### src/rtl/jk_drv_pkg.sv
// Shared types and J/K encodings for the JK bank driver.
package jk_drv_pkg;

    typedef enum logic [1:0] {
        ST_IDLE  = 2'd0,
        ST_DRIVE = 2'd1,
        ST_CLEAR = 2'd2,
        ST_CHECK = 2'd3
    } drv_state_e;

    // {J,K} pairs
    localparam logic [1:0] JK_HOLD = 2'b00;
    localparam logic [1:0] JK_SET  = 2'b10;
    localparam logic [1:0] JK_RST  = 2'b01;
    localparam logic [1:0] JK_TOG  = 2'b11;

    // Excitation for one flop moving from q to t.
    function automatic logic [1:0] jk_code(input logic t, input logic q, input logic toggle);
        logic [1:0] c;
        if (t == q) begin
            c = JK_HOLD;
        end else if (toggle) begin
            c = JK_TOG;
        end else if (t) begin
            c = JK_SET;
        end else begin
            c = JK_RST;
        end
        return c;
    endfunction

endpackage

### src/rtl/jk_excitation_enc.sv
// Per-bit J/K excitation from target word and current bank Q.
module jk_excitation_enc
    import jk_drv_pkg::*;
#(
    parameter int WIDTH       = 8,
    parameter int TOGGLE_MODE = 0
) (
    input  logic [WIDTH-1:0] target,
    input  logic [WIDTH-1:0] q,
    output logic [WIDTH-1:0] j,
    output logic [WIDTH-1:0] k
);

    localparam logic TOGGLE_C = (TOGGLE_MODE != 0);

    // Encode every bit independently.
    always_comb begin
        j = {WIDTH{1'b0}};
        k = {WIDTH{1'b0}};
        for (int i = 0; i < WIDTH; i++) begin
            {j[i], k[i]} = jk_code(target[i], q[i], TOGGLE_C);
        end
    end

endmodule

### src/rtl/jk_bank_driver.sv
// Drives an external JK flop bank to a requested word, verifies the
// feedback and retries a bounded number of times before flagging err.
module jk_bank_driver
    import jk_drv_pkg::*;
#(
    parameter int WIDTH       = 8,
    parameter int TOGGLE_MODE = 0,
    parameter int MAX_RETRY   = 2
) (
    input  logic             clk,
    input  logic             reset_n,
    input  logic             tgt_valid,
    output logic             tgt_ready,
    input  logic [WIDTH-1:0] tgt_data,
    input  logic             init_req,
    output logic [WIDTH-1:0] jk_j,
    output logic [WIDTH-1:0] jk_k,
    output logic             jk_clear,
    input  logic [WIDTH-1:0] q_fb,
    output logic             busy,
    output logic             done,
    output logic             err
);

    localparam int RW = (MAX_RETRY < 1) ? 1 : $clog2(MAX_RETRY + 1);
    localparam logic [RW-1:0] MAX_RETRY_C = RW'(MAX_RETRY);
    localparam logic [RW-1:0] ONE_C       = RW'(1);

    drv_state_e       state_q, state_d;
    logic [WIDTH-1:0] tgt_q, tgt_d;
    logic [WIDTH-1:0] jk_j_q, jk_j_d;
    logic [WIDTH-1:0] jk_k_q, jk_k_d;
    logic             jk_clear_q, jk_clear_d;
    logic             done_q, done_d;
    logic             err_q, err_d;
    logic             busy_q, busy_d;
    logic [RW-1:0]    retry_q, retry_d;

    logic [WIDTH-1:0] enc_tgt_s;
    logic [WIDTH-1:0] enc_j_s;
    logic [WIDTH-1:0] enc_k_s;
    logic             tgt_ready_s;

    // In IDLE the excitation is for the incoming word; otherwise for the latched one.
    assign enc_tgt_s   = (state_q == ST_IDLE) ? tgt_data : tgt_q;
    // reset_n term keeps ready low while the block is held in reset.
    assign tgt_ready_s = (state_q == ST_IDLE) && !init_req && reset_n;

    jk_excitation_enc #(
        .WIDTH       (WIDTH),
        .TOGGLE_MODE (TOGGLE_MODE)
    ) u_enc (
        .target (enc_tgt_s),
        .q      (q_fb),
        .j      (enc_j_s),
        .k      (enc_k_s)
    );

    // Next-state and registered-output logic; J/K and clear default to inactive.
    always_comb begin
        state_d    = state_q;
        tgt_d      = tgt_q;
        jk_j_d     = {WIDTH{1'b0}};
        jk_k_d     = {WIDTH{1'b0}};
        jk_clear_d = 1'b0;
        done_d     = 1'b0;
        err_d      = 1'b0;
        retry_d    = retry_q;
        case (state_q)
            ST_IDLE: begin
                if (init_req) begin
                    state_d    = ST_CLEAR;
                    tgt_d      = {WIDTH{1'b0}};
                    jk_clear_d = 1'b1;
                end else if (tgt_valid && tgt_ready_s) begin
                    state_d = ST_DRIVE;
                    tgt_d   = tgt_data;
                    jk_j_d  = enc_j_s;
                    jk_k_d  = enc_k_s;
                end else begin
                    state_d = ST_IDLE;
                end
            end
            ST_DRIVE: begin
                state_d = ST_CHECK;
            end
            ST_CLEAR: begin
                state_d = ST_CHECK;
            end
            ST_CHECK: begin
                if (q_fb == tgt_q) begin
                    done_d  = 1'b1;
                    retry_d = {RW{1'b0}};
                    state_d = ST_IDLE;
                end else if (retry_q < MAX_RETRY_C) begin
                    retry_d = retry_q + ONE_C;
                    jk_j_d  = enc_j_s;
                    jk_k_d  = enc_k_s;
                    state_d = ST_DRIVE;
                end else begin
                    err_d   = 1'b1;
                    retry_d = {RW{1'b0}};
                    state_d = ST_IDLE;
                end
            end
            default: begin
                state_d = ST_IDLE;
                retry_d = {RW{1'b0}};
            end
        endcase
        busy_d = (state_d != ST_IDLE);
    end

    // State and output registers with asynchronous clear.
    always_ff @(posedge clk or negedge reset_n) begin
        if (!reset_n) begin
            state_q    <= ST_IDLE;
            tgt_q      <= {WIDTH{1'b0}};
            jk_j_q     <= {WIDTH{1'b0}};
            jk_k_q     <= {WIDTH{1'b0}};
            jk_clear_q <= 1'b0;
            done_q     <= 1'b0;
            err_q      <= 1'b0;
            busy_q     <= 1'b0;
            retry_q    <= {RW{1'b0}};
        end else begin
            state_q    <= state_d;
            tgt_q      <= tgt_d;
            jk_j_q     <= jk_j_d;
            jk_k_q     <= jk_k_d;
            jk_clear_q <= jk_clear_d;
            done_q     <= done_d;
            err_q      <= err_d;
            busy_q     <= busy_d;
            retry_q    <= retry_d;
        end
    end

    assign tgt_ready = tgt_ready_s;
    assign jk_j      = jk_j_q;
    assign jk_k      = jk_k_q;
    assign jk_clear  = jk_clear_q;
    assign busy      = busy_q;
    assign done      = done_q;
    assign err       = err_q;

endmodule

### config.mk
export PLATFORM = sky130hd
export DESIGN_NAME = jk_bank_driver
export DESIGN_NICKNAME = d
export VERILOG_FILES = /design/src/rtl/jk_drv_pkg.sv /design/src/rtl/jk_excitation_enc.sv /design/src/rtl/jk_bank_driver.sv
export SDC_FILE = /design/constraint.sdc
export NUM_CORES = 1
export LEC_CHECK = 0
export ABC_CLOCK_PERIOD_IN_PS = 3240
export BUFFER_PORTS_ARGS = -buffer_cell sky130_fd_sc_hd__buf_4
export CAP_MARGIN = 20
export CORE_MARGIN = 2
export CORE_UTILIZATION = 40
export CTS_CLUSTER_DIAMETER = 30
export DETAILED_ROUTE_END_ITERATION = 10
export RECOVER_POWER = 50
export SETUP_SLACK_MARGIN = 0.02
export SYNTH_ARGS = -nofsm -noshare
export SYNTH_HDL_FRONTEND = slang
export SYNTH_SLANG_ARGS = --single-unit
### constraint.sdc
create_clock -name clk -period 3.24 [get_ports clk]
set_input_delay 0.486 -clock clk [delete_from_list [all_inputs] [get_ports clk]]
set_output_delay 0.486 -clock clk [all_outputs]
set_load 0.01 [all_outputs]
==> impl.org, run 1 <==
** Status
- Outcome :: finished, final reports clean

** STA
- RSZ-0062 raised after global routing :: false
- Ratio of final minimum period to clock period :: 59.74%
- The number of max-slew violations in the final report was 0.
- On the final layout, the worst clock skew is 0.006366 ns.
- At the pin with the least slew margin, the transition time is 0.7555 ns.
- Minimum hold slack :: 0.1289 ns
- After routing, the total negative slack on setup checks comes to 0 ns.
- Normalized max-slew margin :: 49.63%
- Hold Vio Cnt, Final :: 0
- Derived from the worst setup path, the maximum achievable clock frequency is 516.7 MHz.
- Worst setup slack after layout :: 1.304 ns
- The worst path in the final design needs a cycle of 1.936 ns, including I/O delays and setup.
- Setup-violating endpoint count in the final report :: 0

** Global route
- The initial antenna violation count came to 0.
- The first global-routing pass estimated 5264 um of wire.
- For this run the aggregate overflow at the end of global routing stands at 0.
- Entering global routing, the biggest net connects 34 pins.
- The via count of the first global-routing pass was 1075.
- Global routing used 16.36% of the available tracks across all layers.

** Routing
- DRC violation count after routing :: 0
- Total iterations of the first detailed-routing run :: 4
- Vias :: 1092
- The first routing iteration left 42 violations.
- Using the TritonRoute via totals, the vias-per-cell ratio works out to 4.875.
- Summed over all layers, the routed wires come to 3086 um.
- Post-DR wirelength/cell :: 13.78 um
- In this run the remaining antenna-violating nets after routing total 0.

** Worst setup path
- The worst setup path is captured at a flip-flop.
- For this design, the slowest cell found on the critical path is ha_1.
- Crit path DAT :: 2.09 ns
- Setup slack of the worst register-to-register path :: 1.30 ns
- Sequence of cells on the critical path :: inv_1, ha_1, nand3_4, a2111oi_2
- The setup path with the least slack is of type reg2reg.
- Highest net fanout along the worst path :: 25
- Crit path required time :: 3.40 ns
- The largest single stage delay on the critical path is 0.52 ns.
- The worst setup path is launched from a flip-flop.

** Power
- Per report_power, the sequential group accounts for 34.9% of the total.
- In this run switching power makes up 36.30% of total power.
- Pint :: 0.9542 mW
- In this run the power density over the cells is 771.9 nW/um2.
- Switching power :: 0.5437 mW
- Share of power burned in combinational logic :: 37.9%
- Worst vdd ir :: 0.4112 mV
- Share of power burned in the clock network :: 27.3%
- Static leakage :: 0.9154 nW

** Placement
- Once placement completed, the tool counted placed cells totaling 216.
- GPL Wtd Cong :: 0.7749
- At the placement stage, the worst setup path has a slack of 1.202 ns.
- Detailed placement finished with a half-perimeter wire length of 2327 um.
- Input and output buffers added on the ports amount to 40.

** Clocking
- Clock insertion delay at the later pin of the skew report :: 0.28 ns
- Clk pin slew, worst setup/hold paths :: 0.07 ns
- Number of buffers on the longest clock path :: 2
- For this design, the sink count on the clock tree is 32.
- The H-tree was split into 2 levels.
- TritonCTS Buffers :: 5
- Clk Tree Root Cell :: clkbuf_8
- TritonCTS built the clock tree.
- For this design, the CTS-stage hold fixing added 0 buffers.
- Once the clock tree was built, the setup fixing pass inserted 0 buffers.
- Gates resized during post-CTS repair numbered 0.

** Final layout
- Excluding fillers, the count of instances in the completed layout stands at 224.
- The number of antenna diodes in the final layout is 0.
- Fraction of layout cells with a size suffix above 1 :: 28.41%
- In the final design database the tool counted 198 nets.
- The area growth from synthesis to layout is 26.82%.

** Flow run
- Across the run, the number of max-cap violations was 0.

** Hold path
- Hold crit path type :: in2async

** Floorplanning
- Die span in x :: 65.85 um
- The region available for standard cell placement spans 3661 um2.
- The initialized floorplan defines 22 standard-cell rows.
- I/O pin cnt :: 41
- Area enclosed by the die boundary :: 4336 um2
- In this run the vertical extent of the chip is 65.85 um.
- The initial utilization of the core area, before any placement, comes to 41.80%.

** Synth
- dfrtp_1 is the most common cell in the netlist.
- Portion of the post-synthesis area used by sequential elements :: 52.33%
- After synthesis, the largest area contributor takes up 52.33% of total cell area.
- The cell area that synthesis handed to floorplanning was 1530 um2.
- The number of nets in the synthesized netlist is 158.
- Count of flip-flops with a built-in enable after synthesis :: 0
- Syn Area/Cell :: 11.33 um2
- Synthesized flop and latch total :: 32
- Largest cells by area after synthesis :: dfrtp_1 (52%), nand2_1 (7.6%), a2111oi_2 (6.9%)
- Synth async-reset ratio :: 100.0%
- Yosys mapped the design onto 27 distinct sky130hd cell types.
- Summed over all instances, the cell type with the most area after synthesis is dfrtp_1.
- Synthesis produced a netlist whose cell count is 135.
- Synthesis warning total :: 0
- The most used flip-flop cell after synthesis is dfrtp_1.
- Top post-synthesis cells by count :: dfrtp_1 (32), nand2_1 (31)
cell usage in the layout (no fill, tap or decap), drive strengths merged, types with 2 or more instances in the layout:
cell type | Yosys | final
a2111oi | 8 | 8
a211oi | 8 | 8
and2 | 2 | 2
buf | 6 | 31
clkbuf | 1 | 16
dfrtp | 32 | 32
ha | 3 | 3
inv | 6 | 6
mux2i | 8 | 8
nand2 | 31 | 31
nand3 | 9 | 9
nand4 | 2 | 2
nor2 | 2 | 2
o22ai | 2 | 2
xnor2 | 8 | 8
cells by family after synthesis:
family	after synthesis	share of synthesized area, %
AOI/OAI and AO/OA	21	15.45
xor gates and xnor gates	8	4.579
adders and majority gates	3	2.453
buffers and inverters	13	4.252
DFF	32	52.33
muxes	8	5.233
and+or+nand+nor	50	15.70
sequential cells by signal, indices dropped and copies added (netlist names):
name / cells
jk_j: 8
jk_k: 8
tgt_q: 8
retry_q: 2
state_q: 2
busy: 1
done: 1
err: 1
jk_clear: 1
final timing paths:
kind                            start         end  depth (start not counted)
max                        state_q[0]     jk_j[0]                          4
min                           reset_n    tgt_q[1]                          1
max reg2reg                state_q[0]     jk_j[0]                          4
min reg2reg                retry_q[0]  retry_q[1]                          2
max in group asynchronous     reset_n        done                          1
min in group clk              q_fb[1]     jk_j[1]                          2
power by group through the flow:
stage	Clock (mW)	Combinational [mW]	Sequential, mW
after CTS	0.421	0.582	0.523
after floorplan	0	0.416	0.540
after global placement	0	0.571	0.527
after global routing	0.442	0.631	0.531
after detailed placement	0	0.580	0.530
final	0.408	0.567	0.522
layer usage:
| layer | vias to the layer above | share of wire (%) | GRT usage, % |
|---|---|---|---|
| met2 | 27 | 45 | 24.49 |
| met4 | 0 | 1.5 | 7.813 |
| met3 | 5 | 4.3 | 4.089 |
| met1 | 509 | 50 | 22.15 |
| li1 | 551 | - | - |
| met5 | - | 0 | 0 |
critical path: cells and delay by family, from the launching register on:
| kind | cells | cell delay (ns) |
|---|---|---|
| adders and majority gates | 1 | 0.52 |
| AOI/OAI and AO/OA | 1 | 0.42 |
| and+or+nand+nor | 1 | 0.41 |
| DFF | 1 | 0.38 |
| buffers and inverters | 1 | 0.08 |
cell type report:
class	count	area (um2)
clock buffer	7	96.34
clock inverter	1	30.03
fill	367	1720
inverter	6	22.52
multi-input combinational	90	664.4
sequential	32	800.8
tap	48	60.06
timing repair buffer	40	266.5
through the flow:
stage          total power, mW  util (%)  area, um2
5_1_grt                  1.605     53.01       1941
3_3_place_gp             1.099     50.48       1848
6_report                 1.498     53.01       1941
4_1_cts                  1.526     53.93       1974
3_5_place_dp             1.110     50.48       1848
2_1_floorplan           0.9555         -       1530
Power figures use the tool's default switching activity.
==> run 2: changes to the inputs <==
--- a/config.mk
+++ b/config.mk
@@ -5,7 +5,7 @@
 export SDC_FILE = /design/constraint.sdc
 export NUM_CORES = 1
 export LEC_CHECK = 0
-export ABC_CLOCK_PERIOD_IN_PS = 3240
+export ABC_CLOCK_PERIOD_IN_PS = 1800
 export BUFFER_PORTS_ARGS = -buffer_cell sky130_fd_sc_hd__buf_4
 export CAP_MARGIN = 20
 export CORE_MARGIN = 2
==> constraint.sdc (replaced) <==
create_clock -name clk -period 1.8 [get_ports clk]
set_input_delay 0.27 -clock clk [delete_from_list [all_inputs] [get_ports clk]]
set_output_delay 0.27 -clock clk [all_outputs]
set_load 0.01 [all_outputs]
==> run 2 against run 1 <==
Wire length rose by 11%; sequential power increased by 81%; worst hold slack better by 0.036 ns; utilization grew 1.2 points; sequential share of layout area shrank 0.89 points; die area stayed put; non-clock buffer count up 4; clock-buffer cell count down 1; sequential cell count did not move; largest cell class unchanged; final area rose by 2.2%; cell count rose by 2.7%; setup slack got worse by 1.2 ns.
==> impl.org, run 2 (synthesized netlist as in run 1, its figures left out) <==
** Status
- Outcome :: finished, final reports clean

** STA
- Clock tree skew after final layout :: 0.006148 ns (-0.0002183 ns)
- The final worst-path setup slack was 0.1192 ns (-1.185 ns).
- The pin slew with the least headroom to its limit is 0.7999 ns (+0.04437 ns).
- Crit path time final :: 1.681 ns
- Minimum hold slack :: 0.1646 ns (+0.03566 ns)
- Timing-limited maximum frequency :: 595.0 MHz
- RSZ-0062 raised after global routing :: false
- Sum of negative setup slack :: 0 ns (unchanged)
- The worst path uses 93.38% of the clock period.
- Hold Vio Cnt, Final :: 0 (unchanged)
- Normalized max-slew margin :: 46.67% (-3.0 points)
- The number of max-slew violations in the final report was 0 (unchanged).
- Setup-violating endpoint count in the final report :: 0 (unchanged)

** Floorplanning
- Die span in x :: 65.85 um (unchanged)
- Number of core rows :: 22 (unchanged)
- Area enclosed by the die boundary :: 4336 um2 (unchanged)
- The vertical extent of the die is 65.85 um (unchanged).
- Starting utilization of the core area :: 41.80% (unchanged)
- I/O pin cnt :: 41 (unchanged)
- Floorplan core area :: 3661 um2 (unchanged)

** Clocking
- The count of clock tree sinks came to 32 (unchanged).
- The setup fix buffers added after clock tree synthesis is 0 (unchanged).
- Clk Tree Root Cell :: clkbuf_8
- CTS tree :: yes
- The number of buffers inserted during clock tree synthesis came to 5 (unchanged).
- Number of buffers on the longest clock path :: 2 (unchanged)
- The number of instances resized during post-cts repair came to 0 (unchanged).
- Clock insertion delay at the later pin of the skew report :: 0.28 ns (about the same)
- The clock-pin transition on the worst setup and hold timing paths is 0.07 ns (about the same).
- The hold buffer count at CTS came to 0 (unchanged).
- Level count of the clock H-tree :: 2 (unchanged)

** Routing
- DRT antenna net count :: 0 (unchanged)
- The detailed route wirelength on metal3 is 224 um (+70%).
- Via density per instance :: 5.035 (+3.3%)
- Post-DR wirelength/cell :: 14.93 um (+8.4%)
- The length of the first detailed-routing pass in iterations is 4 (unchanged).
- The length of routed wiring on met1 came to 1610 um (+5.2%).
- The length of routed met2 wiring came to 1556 um (+13%).
- Drt initial violations :: 45 (+7.1%)
- Total Routed Length :: 3434 um (+11%)
- Vias :: 1158 (+6.0%)
- The post-detailed-route DRC marker count is 0 (unchanged).
- Max layer used :: met4

** Worst setup path
- Terminus of the critical flop-to-flop path :: jk_k[3]
- The slowest stage of the critical path belongs to the cell dfrtp_1.
- The internal reg-to-reg setup slack came to 0.12 ns (-1.19 ns).
- Depth of the critical timing path with buffers and inverters included :: 4 (unchanged)
- The top fanout value on the critical path was 5 (-80%).
- Broken down by cell family, the worst path's largest delay share belongs to flip-flops.
- The endpoint required time on the critical path was 1.53 ns (-1.87 ns).
- The data arrival at the endpoint of the critical path came to 1.41 ns (-0.68 ns).
- The depth of the worst register-to-register path was 5 (+1).
- The biggest cell delay along the critical path came to 0.40 ns (-0.12 ns).
- In this run the worst setup path terminates at tgt_ready.
- Sequence of cells on the critical path :: inv_1, ha_1, and3b_2, buf_4
- Number of buffer and inverter stages on the critical path :: 2 (+1)
- STA classifies the critical path endpoint as a primary output.
- STA classifies the critical path startpoint as a flip-flop.
- In this run the critical register-to-register path is launched from state_q[0].
- Crit path from :: state_q[0]
- The worst setup path is of the reg2out kind.

** Final layout
- Most frequent cells in the layout :: dfrtp_1 (32), buf_4 (32), nand2_1 (31)
- The non-filler instance count after layout was 230 (+2.7%).
- Final design utilization :: 54.17% (+1.2 points)
- Fillcell total :: 339 (-7.6%)
- Compared with the post-synthesis result, the final layout area differs by 29.60%.
- The antenna cell count is 0 (unchanged).
- Fraction of layout cells with a size suffix above 1 :: 30.77% (+2.4 points)
- Layout Nets :: 204 (+3.0%)
- Final Cell Area :: 1983 um2 (+2.2%)

** Hold path
- Along the worst hold path, the cell count comes to 2.
- The min-delay analysis places its worst path in the category in2reg.

** Placement
- The last weighted congestion value of the routability-driven placer is 0.7493 (-3.3%).
- Count of input and output buffers :: 40 (unchanged)
- The total placed cells including tap cells was 220 (+1.9%).
- Setup slack after placement :: 0.04661 ns (-1.156 ns)
- The placement-stage cell area is 1891 um2 (+2.3%).
- HPWL after detailed placement :: 2448 um (+5.2%)

** Power
- The worst supply voltage drop on vdd is 0.6802 mV (+65%).
- The power per standard cell area was 1393 nW/um2 (+80%).
- The leakage power of the design came to 0.9273 nW (+1.3%).
- Power, Total :: 2.763 mW (+84%)

** Global route
- Via count of the first global-routing pass :: 1144 (+6.4%)
- The largest net degree at the start of global routing came to 33 (-2.9%).
- The initial antenna violation count was 0 (unchanged).
- Global-route usage over all layers :: 17.28% (+0.92 points)
- Leftover overflow at the end of global routing :: 0 (unchanged)
- The wire length of the first global-routing pass was 5561 um (+5.6%).

** Flow run
- Count of max-cap constraint violations :: 0 (unchanged)
-- run 2: changes by cell type in the layout (fill, tap and decap cells not counted), sizes merged --
cell	change
clkbuf	+1
nand3	+2
buf	+2
clkinv	+1
-- run 2: layout make-up --
cell class                 count  area [um2]  share of cell area (%)
multi-input combinational     92       689.4                   34.76
inverter                       6       22.52                   1.136
clock inverter                 2       35.03                   1.767
tap                           48       60.06                   3.028
timing repair buffer          44       302.8                   15.27
clock buffer                   6       72.57                   3.659
sequential                    32       800.8                   40.38
-- run 2: worst min path at each step --
stage,from,end,slack (ns)
2_1_floorplan,reset_n,busy,-0.03
3_3_place_gp,reset_n,tgt_q[6],0.33
3_5_place_dp,reset_n,tgt_q[6],0.35
4_1_cts,reset_n,state_q[0],0.04
5_1_grt,q_fb[1],jk_j[1],0.15
6_report,q_fb[1],jk_j[1],0.16
-- run 2: worst register-to-register path, cell delays in order, from the launching register on --
cell,delay (ns)
dfrtp_1,0.40
inv_1,0.09
ha_1,0.20
and3b_2,0.29
nand3_2,0.28
a211oi_1,0.32
-- run 2: layer usage --
layer / GRT usage [%] / vias to the layer above
li1: - / 569
met4: 5.469 / 0
met1: 24.33 / 544
met2: 25.63 / 39
met3: 5.111 / 6
met5: 0 / -
-- run 2: where the power goes --
part           internal (mW)  leakage, nW  total [mW]  switching [mW]
clock network          0.410       0.0552       0.663           0.253
logic                  0.450        0.437        1.16           0.707
registers              0.863        0.435       0.943          0.0801
